==> config.mk <==
export PLATFORM = sky130hd
export DESIGN_NAME = mult_bcd_converter
export DESIGN_NICKNAME = d
export VERILOG_FILES = /design/src/rtl/mult_pkg.sv /design/src/rtl/bcd_digit_adj.sv /design/src/rtl/mult_bcd_converter.sv
export SDC_FILE = /design/constraint.sdc
export NUM_CORES = 1
export LEC_CHECK = 0
export CAP_MARGIN = 20
export CORE_MARGIN = 1.5
export CORE_UTILIZATION = 28
export CTS_CLUSTER_SIZE = 28
export DETAILED_ROUTE_END_ITERATION = 7
export PLACE_DENSITY = 0.42
export SETUP_SLACK_MARGIN = 0.05
export SYNTH_ARGS = -nofsm -noshare
export SYNTH_HDL_FRONTEND = slang
export SYNTH_SLANG_ARGS = --single-unit
==> constraint.sdc <==
create_clock -name clk -period 4.1 [get_ports clk]
set_clock_uncertainty 0.2 [all_clocks]
set_input_delay 1.23 -clock clk [delete_from_list [all_inputs] [get_ports clk]]
set_output_delay 1.23 -clock clk [all_outputs]
set_load 0.1 [all_outputs]
==> src/rtl/mult_pkg.sv <==
// mult_pkg: shared types and sizing helpers for the multiplier BCD display path
package mult_pkg;
  typedef enum logic [1:0] {IDLE = 2'd0, SHIFT = 2'd1, DONE = 2'd2} state_t;
  function automatic int prod_w(input int width);
    return 2 * width;
  endfunction
  // smallest digit count whose decimal range covers the full product range
  function automatic int bcd_digits(input int width);
    longint max_v, p;
    int d;
    max_v = (longint'(1) << (2 * width)) - 1;
    p = 1;
    d = 0;
    for (int i = 0; i < 18; i++) begin
      if (p <= max_v) begin
        p = p * 10;
        d++;
      end
    end
    return d;
  endfunction
endpackage

==> src/rtl/bcd_digit_adj.sv <==
// bcd_digit_adj: double-dabble correction, adds 3 to a BCD digit of 5 or more
module bcd_digit_adj (
  input  logic [3:0] din,
  output logic [3:0] dout
);
  assign dout = din >= 4'd5 ? din + 4'd3 : din;
endmodule

==> src/rtl/mult_bcd_converter.sv <==
// mult_bcd_converter: sequential double-dabble of the multiplier product into packed BCD
module mult_bcd_converter
  import mult_pkg::*;
#(
  parameter int WIDTH  = 4,
  parameter int DIGITS = bcd_digits(WIDTH)
) (
  input  logic                      clk,
  input  logic                      rst_n,
  input  logic                      in_valid,
  output logic                      in_ready,
  input  logic [2*WIDTH-1:0]        bin_in,
  output logic                      out_valid,
  input  logic                      out_ready,
  output logic [4*DIGITS-1:0]       bcd_out
);
  localparam int PW = prod_w(WIDTH);
  localparam int BW = 4 * DIGITS;
  localparam int CW = $clog2(PW + 1);
  localparam logic [CW-1:0] LAST = CW'(PW - 1);
  state_t state;
  logic [CW-1:0] cnt;
  logic [PW-1:0] bin_sr;
  logic [BW-1:0] bcd_sr, adj;
  if (DIGITS < bcd_digits(WIDTH)) begin : g_chk
    $error("DIGITS too small to hold the largest product");
  end
  for (genvar g = 0; g < DIGITS; g++) begin : g_adj
    bcd_digit_adj u_adj (.din(bcd_sr[4*g +: 4]), .dout(adj[4*g +: 4]));
  end
  assign in_ready  = state == IDLE;
  assign out_valid = state == DONE;
  always_ff @(posedge clk or negedge rst_n) begin
    if (!rst_n) begin
      state   <= IDLE;
      cnt     <= '0;
      bin_sr  <= '0;
      bcd_sr  <= '0;
      bcd_out <= '0;
    end else begin
      case (state)
        IDLE: if (in_valid) begin
          bin_sr <= bin_in;
          bcd_sr <= '0;
          cnt    <= '0;
          state  <= SHIFT;
        end
        SHIFT: begin
          {bcd_sr, bin_sr} <= {adj, bin_sr} << 1;
          cnt <= cnt + CW'(1);
          if (cnt == LAST) begin
            state   <= DONE;
            bcd_out <= {adj[BW-2:0], bin_sr[PW-1]};
          end
        end
        DONE: if (out_ready) state <= IDLE;
        default: state <= IDLE;
      endcase
    end
  end
endmodule

==> results of run 1 <==
[flip-flops by register name, summed over array words and instances, names as in the netlist]
signal,cells
bcd_out,12
bcd_sr,12
bin_sr,8
cnt,4
state,2
[cells in the mapped netlist (5+ instances only)]
cell,count,area (um2)
dfrtp_1,38,951
o21ai_0,18,90.1
a21oi_1,15,75.1
nor2b_1,12,75.1
a22o_1,9,78.8
nand2_1,8,30.0
a22oi_1,7,52.6
ha_1,7,87.6
inv_1,7,26.3
a21oi_2,6,52.6
buf_2,5,25.0
mux2_1,5,56.3
nor3b_1,5,37.5
[logic make-up (layout without fill, tap and decap cells)]
group	after synthesis	count (layout)	synth area share
compound gates	59	59	0.202
simple gates	45	45	0.133
flops	38	38	0.504
buf+inv	16	41	0.0431
mux	10	10	0.0577
fa+ha+maj	7	7	0.0464
xor+xnor	3	3	0.0139
[metrics by stage]
step	utilization	setup slack (ns)	cell area (um2)	hold WS (ns)	std cells
after floorplan	-	0.592	1890	0.264	178
after global placement	0.334	1.11	2150	0.270	272
after detailed placement	0.334	1.08	2150	0.278	272
after CTS	0.348	1.16	2240	0.296	280
after global routing	0.348	1.10	2240	0.320	280
final	0.348	1.19	2240	0.291	280
[worst paths after layout]
| check | slack (ns) | endpoint | cells past startpoint | startpoint |
|---|---|---|---|---|
| worst max-delay path | 1.19 | out_valid | 2 | state[1] |
| worst min-delay path | 0.29 | bcd_out[0] | 1 | bcd_out[0] |
| min in group asynchronous | 0.87 | bin_sr[7] | 1 | rst_n |
| worst max register to register | 1.71 | bcd_out[9] | 3 | state[0] |
| worst min register to register | 0.29 | bcd_out[0] | 1 | bcd_out[0] |
| max in group asynchronous | 2.27 | bcd_out[7] | 1 | rst_n |
[area by class of cell]
class                           instances  area [um2]  area share
Clock buffer                            7        86.3      0.0386
Inverter                                7        26.3      0.0117
Timing Repair Buffer                   26         218      0.0973
Tap cell                               77        96.3      0.0431
Clock inverter                          1        5.00     0.00224
Multi-Input combinational cell        124         855       0.382
Sequential cell                        38         951       0.425
[per-layer routing]
metal,GRT usage,vias to the layer above,routed length (um)
met3,0.0331,9,175
met1,0.148,661,1770
met2,0.186,25,1820
met5,0,-,0
li1,-,676,-
met4,0.0492,0,81
==> impl_metrics.py, run 1 <==
metrics = {
    "yosys": {
        "ys_types": 27,
        "commonest_register_cell_after_synthesis": "dfrtp_1",
        "synth_cells": 178,
        "synthesis.nets": 197,
        "asyncSetResetFlopFracSynth": 1.00,
        "post_synth.cell_area_avg_um2": 10.6,
        "postSynthRegisterBits": 38,
        "ys_seq_area_frac": 0.504,
        "synth-warning-count": 0,
        "count_of_flip_flops_with_a_built_in_enable_after_synthesis": 0,
        "netlist_area_mm2": 0.00189,
    },
    "die": {
        "die_w_um": 85.1,
        "rows": 29,
        "chip_height_um": 85.1,
        "start_util": 0.294,
        "die_area_mm2": 0.00724,
        "placeable_core_region_mm2": 0.00642,
        "boundaryPins": 26,
    },
    "cts": {
        "numCtsBuffers": 5,
        "cts.htree.levels": 2,
        "tritoncts": "done",
        "cts_hold_fix_bufs": 0,
        "cts.clk_slew.worst_paths_ns": 0.07,
        "worstSkewPairLatency_ns": 0.29,
        "cts_setup_buffers": 0,
        "clock_tree.root_cell": "clkbuf_8",
        "cts_resized": 0,
        "clk_path_buf_depth": 2,
        "clock_sink_count": 38,
    },
    "setup_path": {
        "end_kind": "output port",
        "path_class": "reg2out",
        "crit_slowest_cell": "dfrtp_1",
        "timing.critical_path.max_delay_family": "flip-flops",
        "crit_fanout": 15,
        "critical-path-max-stage-delay_ns": 0.65,
        "crit_path_cell_trace": "nor2b_1 > buf_4",
        "cp.arrival_ns": 1.48,
        "critPathLaunchType": "flip-flop",
        "cp.required_ns": 2.67,
        "cp_num_buf_inv": 1,
    },
    "timing": {
        "unrepaired_setup_endpoints_after_global_routing": "false",
        "timing.final.hold_violations": 0,
        "tightestPinTransition_ns": 0.956,
        "layout_min_cycle_time_ns": 2.91,
        "fin_crit_sh": 0.711,
        "max_slew_margin": 0.363,
        "setup_tns_ns": 0,
        "final-max-slew-violation-count": 0,
        "setup_viol": 0,
        "fmaxAchievable_ghz": 0.343,
    },
    "global_routing": {
        "pin_count_of_the_biggest_net_entering_global_routing": 39,
        "overflow": 0,
        "globalRouteTotalUtil": 0.117,
        "first_global_vias": 1390,
        "grt_first_pass_wirelength_um": 6690,
        "antenna_violations_before_repair": 0,
    },
    "layout": {
        "insertedDiodeCount": 0,
        "syn2layout_area_growth_pct": 18.6,
        "layout_common_cells": "dfrtp_1, o21ai_0, a21oi_1, buf_4, nor2b_1",
        "drive_above_1_share": 0.177,
        "nFillCells": 648,
        "layout.cells.most_common": "dfrtp_1",
        "fin_nets": 221,
    },
    "placement": {
        "port_buffers": 25,
        "dp.final_hpwl_um": 2510,
        "gpl.final_weighted_congestion": 0.776,
    },
    "detailed_routing": {
        "antenna_violating_nets_post_route": 0,
        "wl_um": 3840,
        "routed-via-count": 1371,
        "first_pass_iters": 8,
        "drt_iter0_markers": 39,
        "vias_per_cell": 4.90,
        "wl_per_cell_um": 13.7,
        "drt_drc_violations_left": 2,
    },
    "status": {
        "run_status": "finished, violations left",
        "violations": "design-rule violations",
    },
    "flow_run": {
        "cap_viol_max_count": 0,
    },
    "min_path": {
        "holdCritPathClass": "reg2reg",
    },
}
Power of run 1 is left out: the tool's default activity adds up to more than one toggle a clock period on the data nets, which glitch-free logic cannot reach.
==> run 2, diff against run 1 <==
Clock period 4.1 ns to 3.1 ns, I/O delays scaled along.
==> run 2 against run 1 <==
Effect of this change:
- the run still ends with design-rule violations left
- flip-flop and latch count is the same
- global-route usage down 0.070 points
- sequential share of layout area is 0.79 points lower
- first-iteration DRC count increased by 13%
- die area is the same
- worst setup slack worse by 0.64 ns
- critical path depth did not move
- final area grew 1.9%
- final cell count up 0.71%
- via count fell by 0.66%
- worst hold slack got worse by 0.0011 ns
- critical path type unchanged
- highest routed layer unchanged
==> impl_metrics.py, run 2 (same netlist as run 1, synthesis figures left out) <==
metrics = {
    "status": {
        "run_status": "finished, violations left",
        "violations": "design-rule violations",
    },
    "setup_path": {
        "crit_slowest_cell": "dfrtp_1",
        "end_kind": "output port",
        "crit_path_cell_trace": "nor2b_2 > buf_12",
        "crit_fanout": 15,
        "critical-path-max-stage-delay_ns": 0.64,
        "path_class": "reg2out",
        "cp.required_ns": 1.97,
        "cp.arrival_ns": 1.42,
        "critPathLaunchType": "flip-flop",
    },
    "cts": {
        "cts.htree.levels": 2,
        "worstSkewPairLatency_ns": 0.28,
        "numCtsBuffers": 5,
        "cts.clk_slew.worst_paths_ns": 0.08,
        "clock_tree.root_cell": "clkbuf_8",
        "tritoncts": "done",
        "cts_hold_fix_bufs": 0,
        "clock_sink_count": 38,
        "cts_setup_buffers": 0,
        "clk_path_buf_depth": 2,
        "cts_resized": 0,
    },
    "timing": {
        "setup_tns_ns": 0,
        "fmaxAchievable_ghz": 0.392,
        "fin_crit_sh": 0.824,
        "setup_viol": 0,
        "unrepaired_setup_endpoints_after_global_routing": "false",
        "max_slew_margin": 0.404,
        "tightestPinTransition_ns": 0.894,
        "layout_min_cycle_time_ns": 2.55,
        "timing.final.hold_violations": 0,
        "final-max-slew-violation-count": 0,
        "worst_hold_slack_ns": 0.290,
    },
    "detailed_routing": {
        "drt_iter0_markers": 44,
        "wl_per_cell_um": 13.6,
        "drt_drc_violations_left": 3,
        "routed-via-count": 1362,
        "antenna_violating_nets_post_route": 0,
        "wl_um": 3840,
        "first_pass_iters": 6,
        "vias_per_cell": 4.83,
    },
    "die": {
        "rows": 29,
        "start_util": 0.294,
        "die_w_um": 85.1,
        "boundaryPins": 26,
        "chip_height_um": 85.1,
        "placeable_core_region_mm2": 0.00642,
        "die_area_mm2": 0.00724,
    },
    "placement": {
        "gpl.final_weighted_congestion": 0.795,
        "port_buffers": 25,
        "postPlaceCellArea_mm2": 0.00219,
        "dp.final_hpwl_um": 2540,
    },
    "global_routing": {
        "antenna_violations_before_repair": 0,
        "overflow": 0,
        "pin_count_of_the_biggest_net_entering_global_routing": 39,
        "first_global_vias": 1343,
        "grt_first_pass_wirelength_um": 6670,
        "globalRouteTotalUtil": 0.116,
    },
    "layout": {
        "register_area_um2": 951,
        "fin_nets": 223,
        "area_occupied_by_multi_input_gates_um2": 857,
        "layout.cells.most_common": "dfrtp_1",
        "insertedDiodeCount": 0,
        "layout_common_cells": "dfrtp_1, o21ai_0, a21oi_1, buf_4, nor2b_1",
        "largest_registers": "bcd_out x12, bcd_sr x12, bin_sr x8",
        "drive_above_1_share": 0.190,
        "nFillCells": 636,
        "syn2layout_area_growth_pct": 20.8,
        "finalInstanceArea_mm2": 0.00228,
    },
    "flow_run": {
        "cap_viol_max_count": 0,
    },
    "min_path": {
        "holdCritPathClass": "reg2reg",
    },
}
[run 2: stage by stage]
step | utilization | instances | setup slack, ns
floorplan | - | 178 | 0.0914
global placement | 0.341 | 274 | 0.424
detailed placement | 0.341 | 274 | 0.361
CTS | 0.355 | 282 | 0.544
global route | 0.355 | 282 | 0.467
finish | 0.355 | 282 | 0.546
[run 2: routing by layer]
metal  wire length, um  global-route usage  up-vias  part of all wire
li1                  -                   -      684                 -
met1              1980               0.162      657              0.51
met2              1700               0.175       17              0.44
met3               116              0.0272        4             0.030
met4                42              0.0417        0             0.011
met5                 0                   0        -                 0
[run 2: layout make-up]
cell class,count,area share
Inverter,7,0.0115
Clock buffer,7,0.0379
Tap cell,77,0.0423
Timing Repair Buffer,28,0.113
Sequential cell,38,0.417
Multi-Input combinational cell,124,0.376
Clock inverter,1,0.00220
[run 2: worst paths after layout]
kind | to | slack [ns] | depth (start not counted) | startpoint
max | out_valid | 0.55 | 2 | state[1]
min | bcd_out[6] | 0.29 | 1 | bcd_out[6]
max reg2reg | bcd_out[9] | 0.95 | 4 | state[0]
min reg2reg | bcd_out[6] | 0.29 | 1 | bcd_out[6]
max in group asynchronous | bin_sr[7] | 1.57 | 1 | rst_n
min in group asynchronous | bcd_out[8] | 0.56 | 1 | rst_n
[run 2: critical path: cells and delay by family, from the launching register on]
family                 cells  cell delay (ns)
and+or+nand+nor            1             0.30
DFF                        1             0.64
buffers and inverters      1             0.20
Power of run 2 is left out for the same reason.
==> run 3, diff against run 2 <==
Clock period 3.1 ns to 2.5 ns, I/O delays scaled along.
==> run 3 against run 2 <==
Effect of this change:
- the run now ends clean
- largest cell class unchanged
- highest routed layer unchanged
- critical endpoint unchanged
- sequential share of layout area is 1.8 points lower
- global-route usage is 1.3 points higher
- register-to-register slack worse by 0.31 ns
- flip-flop and latch count stayed put
==> impl_metrics.py, run 3 (same netlist as run 1, synthesis figures left out) <==
metrics = {
    "status": {
        "run_status": "finished clean",
    },
    "setup_path": {
        "crit_path_cell_trace": "nor2b_2 > buf_12",
        "cp.required_ns": 1.55,
        "cp.arrival_ns": 1.18,
        "timing.critical_path.max_delay_family": "flip-flops",
        "crit_fanout": 8,
        "end_kind": "output port",
        "crit_slowest_cell": "dfrtp_1",
        "cp_num_buf_inv": 1,
        "critical-path-max-stage-delay_ns": 0.48,
        "critPathLaunchType": "flip-flop",
        "path_class": "reg2out",
    },
    "layout": {
        "fin_nets": 227,
        "final-instance-count-excl-fill": 286,
        "syn2layout_area_growth_pct": 26.1,
        "drive_above_1_share": 0.215,
        "largest_registers": "bcd_out x12, bcd_sr x12, bin_sr x8",
        "layout.cells.most_common": "dfrtp_1",
        "finalInstanceArea_mm2": 0.00238,
        "insertedDiodeCount": 0,
        "layout_common_cells": "dfrtp_1, o21ai_0, a21oi_1, buf_4, nor2b_1",
    },
    "global_routing": {
        "globalRouteTotalUtil": 0.129,
        "overflow": 0,
        "pin_count_of_the_biggest_net_entering_global_routing": 39,
        "antenna_violations_before_repair": 0,
        "grt_first_pass_wirelength_um": 7440,
        "first_global_vias": 1514,
    },
    "detailed_routing": {
        "drt_drc_violations_left": 0,
        "routed-via-count": 1389,
        "antenna_violating_nets_post_route": 0,
        "first_pass_iters": 4,
        "vias_per_cell": 4.86,
        "wl_um": 4140,
        "drt_iter0_markers": 77,
        "wl_per_cell_um": 14.5,
    },
    "placement": {
        "dp.final_hpwl_um": 2840,
        "port_buffers": 25,
        "dp.cells": 278,
        "postPlaceCellArea_mm2": 0.00227,
        "gpl.final_weighted_congestion": 0.789,
    },
    "timing": {
        "fin_crit_sh": 0.853,
        "setup_viol": 0,
        "setup_tns_ns": 0,
        "max_slew_margin": 0.543,
        "timing.final.hold_violations": 0,
        "final-max-slew-violation-count": 0,
        "unrepaired_setup_endpoints_after_global_routing": "false",
        "worst_hold_slack_ns": 0.290,
        "tightestPinTransition_ns": 0.686,
        "fmaxAchievable_ghz": 0.469,
        "layout_min_cycle_time_ns": 2.13,
    },
    "die": {
        "chip_height_um": 85.1,
        "die_area_mm2": 0.00724,
        "placeable_core_region_mm2": 0.00642,
        "start_util": 0.294,
        "rows": 29,
        "boundaryPins": 26,
        "die_w_um": 85.1,
    },
    "cts": {
        "tritoncts": "done",
        "cts.clk_slew.worst_paths_ns": 0.08,
        "cts_hold_fix_bufs": 0,
        "numCtsBuffers": 5,
        "clk_path_buf_depth": 2,
        "worstSkewPairLatency_ns": 0.29,
        "clock_sink_count": 38,
        "cts_setup_buffers": 0,
        "cts_resized": 0,
        "clock_tree.root_cell": "clkbuf_8",
        "cts.htree.levels": 2,
    },
    "min_path": {
        "holdCritPathClass": "reg2reg",
    },
    "flow_run": {
        "cap_viol_max_count": 0,
    },
}
run 3: changes by cell type in the layout (fill, tap and decap cells not counted), sizes merged:
| cell | change |
|---|---|
| buf | +4 |
| clkbuf | -2 |
| bufinv | +1 |
| clkinv | +1 |
run 3: final timing paths:
kind / depth (start not counted) / to / slack, ns / startpoint
setup / recovery: 2 / out_valid / 0.37 / state[0]
min in group asynchronous: 2 / bcd_out[8] / 0.30 / rst_n
hold / removal: 1 / bcd_out[1] / 0.29 / bcd_out[1]
hold reg to reg: 1 / bcd_out[1] / 0.29 / bcd_out[1]
setup reg to reg: 4 / bcd_out[9] / 0.64 / state[0]
max in group asynchronous: 2 / bin_sr[3] / 1.44 / rst_n
run 3: layout make-up:
type	instances	area, um2
clock inverters	3	40.0
well taps	77	96.3
flip-flops and latches	38	951
repair buffers	32	338
inverters	7	26.3
fillers	623	4040
clock buffers	5	68.8
multi-input cells	124	860
run 3: through the flow:
step,setup WS [ns],util
global route,0.269,0.371
detailed placement,0.140,0.354
finish,0.367,0.371
floorplan,-0.0259,-
CTS,0.344,0.371
global placement,0.187,0.354
run 3: routing by layer:
metal	routed length, um	global-route usage	vias to the layer above	part of all wire
li1	-	-	686	-
met3	181	0.0399	6	0.044
met1	1860	0.161	670	0.45
met2	2030	0.213	27	0.49
met5	0	0	-	0
met4	76	0.0462	0	0.018
Power of run 3 is left out for the same reason.
